File: src/rtl/regfile_burst_reader_if.sv
// Read-port and output-stream signals of the register-file burst reader.
// The reader is the master; the register file plus downstream consumer form the slave side.
interface regfile_burst_reader_if #(
   parameter int DATA_W = 8,
   parameter int ADDR_W = 4
);
   logic [ADDR_W-1:0] radd;
   logic [DATA_W-1:0] rdata;
   logic [DATA_W-1:0] out_data;
   logic              out_valid;
   logic              out_ready;
   logic              out_last;

   modport master (
      output radd,
      input  rdata,
      output out_data,
      output out_valid,
      input  out_ready,
      output out_last
   );

   modport slave (
      input  radd,
      output rdata,
      input  out_data,
      input  out_valid,
      output out_ready,
      input  out_last
   );
endinterface

File: src/rtl/regfile_burst_reader.sv
// Burst reader for the 16x8 register file: streams length consecutive entries
// (wrapping at the top of the file) on a valid/ready stream, then pulses done.
module regfile_burst_reader #(
   parameter int DATA_W = 8,
   parameter int ADDR_W = 4
) (
   input  logic                clk,
   input  logic                rst,
   input  logic                start,
   input  logic [ADDR_W-1:0]   base_addr,
   input  logic [ADDR_W:0]     length,
   output logic                busy,
   output logic                done,
   regfile_burst_reader_if.master bus
);

   localparam int             DEPTH   = 2 ** ADDR_W;
   localparam logic [ADDR_W:0] MAX_LEN = DEPTH[ADDR_W:0];

   typedef enum logic [1:0] {
      IDLE   = 2'd0,
      STREAM = 2'd1,
      DONE   = 2'd2
   } state_t;

   state_t            state_r;
   logic [ADDR_W-1:0] addr_r;
   logic [ADDR_W:0]   remaining_r;
   logic [DATA_W-1:0] data_r;
   logic              valid_r;
   logic              last_r;
   logic              busy_r;
   logic              done_r;
   logic [ADDR_W:0]   eff_len_s;

   assign eff_len_s = (length > MAX_LEN) ? MAX_LEN : length;

   // The register file is read combinationally, so the address must lead the capture edge.
   assign bus.radd      = (state_r == IDLE) ? base_addr : addr_r;
   assign bus.out_data  = data_r;
   assign bus.out_valid = valid_r;
   assign bus.out_last  = last_r;
   assign busy          = busy_r;
   assign done          = done_r;

   // Burst FSM: captures one word per accepted beat and holds the word while stalled.
   always_ff @(posedge clk or negedge rst) begin
      if (!rst) begin
         state_r     <= IDLE;
         addr_r      <= {ADDR_W{1'b0}};
         remaining_r <= {(ADDR_W+1){1'b0}};
         data_r      <= {DATA_W{1'b0}};
         valid_r     <= 1'b0;
         last_r      <= 1'b0;
         busy_r      <= 1'b0;
         done_r      <= 1'b0;
      end else begin
         case (state_r)
            IDLE: begin
               done_r <= 1'b0;
               if (start && (length != {(ADDR_W+1){1'b0}})) begin
                  data_r      <= bus.rdata;
                  valid_r     <= 1'b1;
                  last_r      <= (eff_len_s == {{ADDR_W{1'b0}}, 1'b1});
                  addr_r      <= base_addr + {{(ADDR_W-1){1'b0}}, 1'b1};
                  remaining_r <= eff_len_s - {{ADDR_W{1'b0}}, 1'b1};
                  busy_r      <= 1'b1;
                  state_r     <= STREAM;
               end else begin
                  busy_r  <= 1'b0;
                  state_r <= IDLE;
               end
            end
            STREAM: begin
               if (bus.out_ready && !last_r) begin
                  data_r      <= bus.rdata;
                  addr_r      <= addr_r + {{(ADDR_W-1){1'b0}}, 1'b1};
                  remaining_r <= remaining_r - {{ADDR_W{1'b0}}, 1'b1};
                  last_r      <= (remaining_r == {{ADDR_W{1'b0}}, 1'b1});
               end else if (bus.out_ready && last_r) begin
                  valid_r <= 1'b0;
                  last_r  <= 1'b0;
                  done_r  <= 1'b1;
                  state_r <= DONE;
               end else begin
                  state_r <= STREAM;
               end
            end
            DONE: begin
               done_r  <= 1'b0;
               busy_r  <= 1'b0;
               state_r <= IDLE;
            end
            default: begin
               state_r <= IDLE;
               valid_r <= 1'b0;
               last_r  <= 1'b0;
               busy_r  <= 1'b0;
               done_r  <= 1'b0;
            end
         endcase
      end
   end

endmodule

File: src/flat_wrapper.sv
// flat-port wrapper written by rule: the top's interface ports become plain ports
module regfile_burst_reader_flat 
#(
   parameter int DATA_W = 8,
   parameter int ADDR_W = 4
)
  (clk, rst, start, base_addr, length, busy, done, bus_radd, bus_rdata, bus_out_data, bus_out_valid, bus_out_ready, bus_out_last);
  regfile_burst_reader_if #(.DATA_W(DATA_W), .ADDR_W(ADDR_W)) bus_i ();
  input  logic clk;
  input  logic rst;
  input  logic start;
  input  logic [ADDR_W-1:0] base_addr;
  input  logic [ADDR_W:0] length;
  output logic busy;
  output logic done;
  output wire logic [$bits(bus_i.radd)-1:0] bus_radd;
  input wire logic [$bits(bus_i.rdata)-1:0] bus_rdata;
  output wire logic [$bits(bus_i.out_data)-1:0] bus_out_data;
  output wire logic [$bits(bus_i.out_valid)-1:0] bus_out_valid;
  input wire logic [$bits(bus_i.out_ready)-1:0] bus_out_ready;
  output wire logic [$bits(bus_i.out_last)-1:0] bus_out_last;
  assign bus_radd = bus_i.radd;
  assign bus_i.rdata = bus_rdata;
  assign bus_out_data = bus_i.out_data;
  assign bus_out_valid = bus_i.out_valid;
  assign bus_i.out_ready = bus_out_ready;
  assign bus_out_last = bus_i.out_last;
  regfile_burst_reader #(.DATA_W(DATA_W), .ADDR_W(ADDR_W)) u_core (.clk(clk), .rst(rst), .start(start), .base_addr(base_addr), .length(length), .busy(busy), .done(done), .bus(bus_i));
endmodule
File: config.mk
export PLATFORM = sky130hd
export DESIGN_NAME = regfile_burst_reader_flat
export DESIGN_NICKNAME = d
export VERILOG_FILES = /design/src/rtl/regfile_burst_reader_if.sv /design/src/rtl/regfile_burst_reader.sv /design/src/flat_wrapper.sv
export SDC_FILE = /design/constraint.sdc
export NUM_CORES = 1
export LEC_CHECK = 0
export CORE_ASPECT_RATIO = 1.5
export CORE_MARGIN = 1.5
export CORE_UTILIZATION = 51
export CTS_CLUSTER_DIAMETER = 200
export CTS_CLUSTER_SIZE = 8
export DETAILED_ROUTE_END_ITERATION = 8
export PLACE_DENSITY = 0.85
export SLEW_MARGIN = 10
export SYNTH_ARGS = -nofsm -noshare
export SYNTH_HDL_FRONTEND = slang
export SYNTH_SLANG_ARGS = --single-unit
File: constraint.sdc
create_clock -name clk -period 4.8 [get_ports clk]
set_input_delay 0.48 -clock clk [delete_from_list [all_inputs] [get_ports clk]]
set_output_delay 0.48 -clock clk [all_outputs]
set_load 0.005 [all_outputs]
==> results of run 1 <==
## sequential cells by signal, summed over array words and instances (netlist names)
| signal | flops |
|---|---|
| u_core.bus.out_data | 8 |
| u_core.bus.out_last | 1 |
| u_core.state_r | 2 |
| u_core.busy | 1 |
| u_core.addr_r | 4 |
| u_core.remaining_r | 5 |
| u_core.bus.out_valid | 1 |
| u_core.done | 1 |
## area by class of cell
class / count / area (um^2)
multi-input combinational: 121 / 748
fill: 201 / 729
timing repair buffer: 36 / 360
clock inverter: 1 / 5.00
sequential: 23 / 576
clock buffer: 3 / 22.5
tap: 36 / 45.0
inverter: 5 / 18.8
## cell families after synthesis
group	Yosys count	synth area share
flops	23	0.417
buf+inv	11	0.0417
mux	5	0.0435
compound gates	36	0.178
xor+xnor	3	0.0190
fa+ha+maj	4	0.0362
simple gates	73	0.265
## per-stage QoR
stage | power, mW | cells | hold WS (ns) | util
after floorplan | 0.702 | 155 | 0.184 | -
after global placement | 0.901 | 221 | 0.461 | 0.698
after detailed placement | 0.925 | 221 | 0.466 | 0.698
after CTS | 1.03 | 225 | 0.509 | 0.709
after global routing | 1.11 | 225 | 0.532 | 0.709
final | 1.02 | 225 | 0.506 | 0.709
## where the power goes
part | switching, mW | leakage, nW | total, mW | internal, mW
sequential | 0.0900 | 0.279 | 0.374 | 0.284
combinational | 0.261 | 0.466 | 0.553 | 0.291
clock | 0.0666 | 0.0177 | 0.0980 | 0.0314
total | 0.418 | 0.763 | 1.02 | 0.607
## synthesized netlist by cell type, drive strengths merged (3+ instances only)
library cell / instances
nand2: 38
dfrtp: 23
a21oi: 14
nor2: 10
o21ai: 9
inv: 5
mux2: 5
nor3: 5
buf: 4
ha: 4
nand2b: 4
nand3b: 3
nor3b: 3
## worst register-to-register path, stage by stage, from the launching register on
cell and delay [ns]:
dfrtp_1 0.71, nor2b_1 0.59, mux2_4 0.36, ha_1 0.21, nand2b_1 0.15, a21oi_1 0.16
a221oi_1 0.06
## worst min path at each step
stage | cells past startpoint | slack, ns | endpoint | start
floorplan | 0 | 0.18 | u_core.addr_r[0] | rst
global placement | 2 | 0.46 | u_core.bus.out_data[1] | u_core.bus.out_data[1]
detailed placement | 2 | 0.47 | u_core.bus.out_data[2] | u_core.bus.out_data[2]
CTS | 2 | 0.51 | u_core.bus.out_data[0] | u_core.bus.out_data[0]
global route | 2 | 0.53 | u_core.bus.out_data[7] | u_core.bus.out_data[7]
finish | 2 | 0.51 | u_core.bus.out_data[0] | u_core.bus.out_data[0]
## per-layer routing
layer	wire, um	share of wire	vias up	GRT usage
li1	-	-	610	-
met5	0	0	-	0
met4	82	0.025	0	0.125
met2	1740	0.52	44	0.423
met1	1360	0.41	613	0.312
met3	150	0.045	10	0.0407
## layout by cell type (no fill, tap or decap), types with 2 or more instances in the layout
cell type and count:
nor2_1 9, a21oi_1 13, clkdlybuf4s50_1 36, nor3_1 3
nand4_1 2, o21ai_1 2, clkbuf_4 3, nand3b_1 3
inv_1 5, o32ai_1 2, xor2_1 2, nand2b_1 4
mux2_2 4, a211oi_1 2, nor3b_1 3, ha_1 4
nor2b_1 2, dfrtp_1 23, nand2_1 38, o21ai_0 7
and3_1 2
==> insert_results.sql, run 1 <==
INSERT INTO impl_metrics (metric_group, metric, value, unit) VALUES
('logic_synthesis', 'ys.flop_type', 'dfrtp_1', ''),
('logic_synthesis', 'yosysWarningCount', '0', ''),
('sta', 'setup_violations', '0', ''),
('place', 'place_worst_setup_slack', '2.22', 'ns'),
('floorplanning', 'die_h', '66.7', 'um'),
('setup_path', 'critPathKind', 'reg -> out', ''),
('clocking', 'clock_path_buffers', '2', ''),
('place', 'place.gp.congestion', '0.875', ''),
('sta', 'timing.final.ws_setup', '2.16', 'ns'),
('grt', 'grt_antenna_before_repair', '0', ''),
('setup_path', 'r2r_start', 'u_core.state_r[0]', ''),
('setup_path', 'reg2reg_to', 'u_core.addr_r[2]', ''),
('routing', 'drc_errors', '0', ''),
('grt', 'first_pass_grt_wire_length', '5.77', 'mm'),
('logic_synthesis', 'synth_top_area_cells', 'dfrtp_1 (42%), nand2_1 (10%), a21oi_1 (4.7%), ha_1 (3.6%), mux2_2 (3.3%)', ''),
('floorplanning', 'initial_core_utilization', '0.551', ''),
('hold_path', 'hold_class', 'reg -> reg', ''),
('floorplanning', 'die-width', '45.5', 'um'),
('sta', 'timing.setup.tns', '0', 'ns'),
('setup_path', 'slowest_delay', '0.60', 'ns'),
('logic_synthesis', 'post_synth_instance_area', '1380', 'um^2'),
('setup_path', 'timing.critical_path.slowest_stage_cell', 'dfrtp_1', ''),
('setup_path', 'setup_slack_of_the_most_critical_reg_to_reg_path', '2.44', 'ns'),
('logic_synthesis', 'top_cell_type_by_total_area_after_synthesis', 'dfrtp_1', ''),
('logic_synthesis', 'synth_seq_cells', '23', ''),
('clocking', 'cts_max_level', '1', ''),
('outcome', 'outcome', 'completed', ''),
('setup_path', 'cp_data_required_time', '4.32', 'ns'),
('logic_synthesis', 'synth_async_sr_flop_share', '1.00', ''),
('clocking', 'cts_tree', 'built', ''),
('sta', 'post-route-period-util', '0.550', ''),
('clocking', 'numCtsBuffers', '3', ''),
('place', 'detailedPlacementHpwl', '2.43', 'mm'),
('sta', 'count_of_final_hold_check_violations', '0', ''),
('place', 'placement.io_buffers', '36', ''),
('pwr', 'peak_supply_drop', '0.370', 'mV'),
('routing', 'via_per_inst', '5.68', ''),
('logic_synthesis', 'postSynthAreaPerCell', '8.91', 'um^2'),
('pwr', 'leakage', '0.763', 'nW'),
('layout', 'drive_gt1_frac', '0.0952', ''),
('clocking', 'cts_resized', '0', ''),
('logic_synthesis', 'postSynthCellCount', '155', ''),
('clocking', 'clk-insertion-delay-late', '0.34', 'ns'),
('sta', 'max-slew-margin-rel', '0.306', ''),
('sta', 'skew', '0.00499', 'ns'),
('logic_synthesis', 'synth_enable_flop_cells', '0', ''),
('floorplanning', 'row_count', '22', ''),
('setup_path', 'timing.critical_path.from', 'u_core.state_r[0]', ''),
('setup_path', 'cp_num_buf_inv', '1', ''),
('setup_path', 'critPathCapture', 'bus_radd[0]', ''),
('sta', 'timing_max_transition_violations_final', '0', ''),
('clocking', 'clkTransAtPathRegs', '0.14', 'ns'),
('job', 'max_cap_violations', '0', ''),
('layout', 'area_delta_synth_final', '28.5', '%'),
('setup_path', 'critPathCaptureType', 'output pin', ''),
('clocking', 'cts_post_setup_buffers_inserted', '0', ''),
('layout', 'layout.cell_area.non_filler', '1780', 'um^2'),
('sta', 'tightest_slew', '1.04', 'ns'),
('setup_path', 'number_of_cell_instances_on_the_worst_register_to_register_path', '6', ''),
('routing', 'drt-initial-drc-count', '44', ''),
('setup_path', 'data_arrival_critical_path', '2.16', 'ns'),
('floorplanning', 'coreArea', '2500', 'um^2'),
('sta', 'max_freq', '0.379', 'GHz'),
('clocking', 'post_cts_hold_buffer_count', '0', ''),
('sta', 'finalWorstPathRequiredPeriod', '2.64', 'ns'),
('floorplanning', 'die_outline_area', '3040', 'um^2'),
('routing', 'drt_pre_antenna_iters', '4', ''),
('setup_path', 'worstSetupStartpointType', 'flop', ''),
('layout', 'insertedDiodeCount', '0', ''),
('grt', 'grt_pass1_vias', '1321', ''),
('logic_synthesis', 'synth.lib_cells_used.distinct', '42', '');
Power figures use the tool's default switching activity.
==> inputs of run 2 (changes only) <==
Settings changed: CORE_UTILIZATION 51 to 43, PLACE_DENSITY 0.85 to 0.76.
Clock period 4.8 ns to 2.19 ns, I/O delays scaled along.
==> run 2 against run 1 <==
Against the previous run: sequential power increased by 120%; largest cell class unchanged; final cell count grew 4.9%; register-to-register slack got worse by 2.1 ns; die area grew 18%; first-iteration DRC count grew 52%; clock skew decreased by 0.0030 ns; sequential share of layout area decreased by 1.4 points.
==> insert_results.sql, run 2 (synthesis results as in run 1) <==
INSERT INTO impl_metrics (metric_group, metric, value, unit) VALUES
('outcome', 'outcome', 'completed', ''),
('layout', 'layout.cells.most_common', 'nand2_1', ''),
('floorplanning', 'ios', '37', ''),
('layout', 'fillerInstances', '257', ''),
('setup_path', 'cp_num_buf_inv', '1', ''),
('clocking', 'clk-insertion-delay-late', '0.27', 'ns'),
('clocking', 'clock_path_buffers', '2', ''),
('pwr', 'peak_supply_drop', '0.837', 'mV'),
('setup_path', 'slowest_delay', '0.52', 'ns'),
('floorplanning', 'die_h', '72.4', 'um'),
('floorplanning', 'die-width', '49.3', 'um'),
('grt', 'grt_start_max_net_pins', '24', ''),
('sta', 'holdWs', '0.291', 'ns'),
('hold_path', 'hold_class', 'in -> async', ''),
('grt', 'overflow', '0', ''),
('grt', 'grt_usage', '0.209', ''),
('layout', 'area_delta_synth_final', '34.4', '%'),
('setup_path', 'cp_data_required_time', '1.97', 'ns'),
('setup_path', 'critPathCaptureType', 'output pin', ''),
('setup_path', 'timing.critical_path.fanout_max', '10', ''),
('place', 'placement.io_buffers', '36', ''),
('routing', 'drc_errors', '0', ''),
('layout', 'multi_input_area', '753', 'um^2'),
('job', 'max_cap_violations', '0', ''),
('sta', 'setup_violations', '0', ''),
('layout', 'insertedDiodeCount', '0', ''),
('sta', 'post-route-period-util', '0.939', ''),
('clocking', 'cts.sink_count', '23', ''),
('setup_path', 'data_arrival_critical_path', '1.84', 'ns'),
('layout', 'layout.nets', '222', ''),
('routing', 'routedWlPerCell', '14.9', 'um'),
('grt', 'first_pass_grt_wire_length', '5.84', 'mm'),
('clocking', 'clkTransAtPathRegs', '0.08', 'ns'),
('clocking', 'clk_root_buffer_cell', 'clkbuf_8', ''),
('layout', 'area.sequential', '576', 'um^2'),
('grt', 'grt_antenna_before_repair', '0', ''),
('routing', 'final_antenna_net_count', '0', ''),
('sta', 'finalWorstPathRequiredPeriod', '2.06', 'ns'),
('pwr', 'leakage', '0.805', 'nW'),
('clocking', 'numCtsBuffers', '3', ''),
('layout', 'mostFrequentLayoutCells', 'nand2_1 (38), clkdlybuf4s50_1 (36), dfrtp_1 (23), a21oi_1 (13), nor2_1 (9)', ''),
('layout', 'largest_register_ff_count', '8', ''),
('sta', 'tightest_slew', '0.598', 'ns'),
('setup_path', 'worst_path_dominant_cell_family', 'flip-flops', ''),
('layout', 'utilization', '0.600', ''),
('clocking', 'cts_tree', 'built', ''),
('grt', 'grt_pass1_vias', '1305', ''),
('clocking', 'post_cts_hold_buffer_count', '0', ''),
('setup_path', 'timing.critical_path.slowest_stage_cell', 'dfrtp_1', ''),
('routing', 'aggregate_routed_wire_length', '3.51', 'mm'),
('sta', 'timing_max_transition_violations_final', '0', ''),
('routing', 'drt-initial-drc-count', '67', ''),
('clocking', 'cts_post_setup_buffers_inserted', '0', ''),
('sta', 'skew', '0.00196', 'ns'),
('floorplanning', 'row_count', '25', ''),
('sta', 'max_freq', '0.486', 'GHz'),
('place', 'detailedPlacementHpwl', '2.63', 'mm'),
('place', 'place_worst_setup_slack', '0.220', 'ns'),
('routing', 'vias', '1310', ''),
('sta', 'count_of_final_hold_check_violations', '0', ''),
('setup_path', 'path_cells', 'nor2_4 -> mux2_2 -> clkdlybuf4s50_1', ''),
('floorplanning', 'initial_core_utilization', '0.446', ''),
('place', 'place.gp.congestion', '0.894', ''),
('routing', 'via_per_inst', '5.55', ''),
('sta', 'timing.final.ws_setup', '0.134', 'ns'),
('floorplanning', 'die_outline_area', '3570', 'um^2'),
('setup_path', 'worstSetupStartpointType', 'flop', ''),
('sta', 'timing.setup.tns', '0', 'ns'),
('sta', 'unrepaired_setup_endpoints_after_global_routing', 'no', ''),
('setup_path', 'critPathKind', 'reg -> out', ''),
('clocking', 'cts_max_level', '1', ''),
('sta', 'max-slew-margin-rel', '0.596', ''),
('floorplanning', 'coreArea', '3100', 'um^2'),
('pwr', 'power.density_cell_area', '1280', 'nW/um^2'),
('routing', 'drt_pre_antenna_iters', '4', ''),
('layout', 'drive_gt1_frac', '0.128', '');
run 2: cell count changes in the layout (fill, tap and decap cells not counted), sizes merged:
cell  before  now
buf        0    7
run 2: worst reg2reg max path, delay by kind of cell, from the launching register on:
kind	cells	cell delay, ns
AO/OA/AOI/OAI	2	0.32
adder cells (fa/ha/maj)	1	0.19
buffers and inverters	1	0.19
flip-flops	1	0.53
AND/OR/NAND/NOR	4	0.52
run 2: worst paths after layout:
path	from	end	slack, ns	cells past startpoint
max in group asynchronous	rst	u_core.bus.out_valid	1.66	2
worst max register to register	u_core.state_r[0]	u_core.addr_r[2]	0.33	8
worst min-delay path	rst	u_core.busy	0.29	2
worst min register to register	u_core.bus.out_data[6]	u_core.bus.out_data[6]	0.49	2
min in group clk	bus_rdata[6]	u_core.bus.out_data[6]	0.47	3
worst max-delay path	u_core.state_r[1]	bus_radd[0]	0.13	3
run 2: final cells by class:
| cell class | instances | share of cell area |
|---|---|---|
| multi-input combinational | 121 | 0.406 |
| clock inverter | 1 | 0.00270 |
| sequential | 23 | 0.310 |
| timing repair buffer | 43 | 0.222 |
| inverter | 5 | 0.0101 |
| tap | 40 | 0.0270 |
| clock buffer | 3 | 0.0222 |
run 2: metal layers:
metal | up-vias | GRT usage | wire length (um) | share of wire
li1 | 623 | - | - | -
met1 | 626 | 0.230 | 1350 | 0.38
met2 | 53 | 0.389 | 1870 | 0.53
met3 | 8 | 0.0350 | 206 | 0.059
met4 | 0 | 0.0921 | 82 | 0.023
met5 | - | 0 | 0 | 0
run 2: where the power goes:
part	switching (mW)	internal, mW	leakage (nW)
combinational	0.604	0.687	0.501
sequential	0.191	0.624	0.279
clock	0.145	0.127	0.0255
total	0.940	1.44	0.805
run 2: through the flow:
step | power, mW | std cells | area (um^2)
floorplan | 1.54 | 155 | 1380
global route | 2.57 | 236 | 1860
global placement | 2.05 | 232 | 1810
detailed placement | 2.10 | 232 | 1810
finish | 2.38 | 236 | 1860
CTS | 2.38 | 236 | 1850
run 2: repair_timing:
item,4_1_cts,5_1_grt
gates resized for setup,0,1
hold endpoints to repair,0,0
setup endpoints to repair,0,4
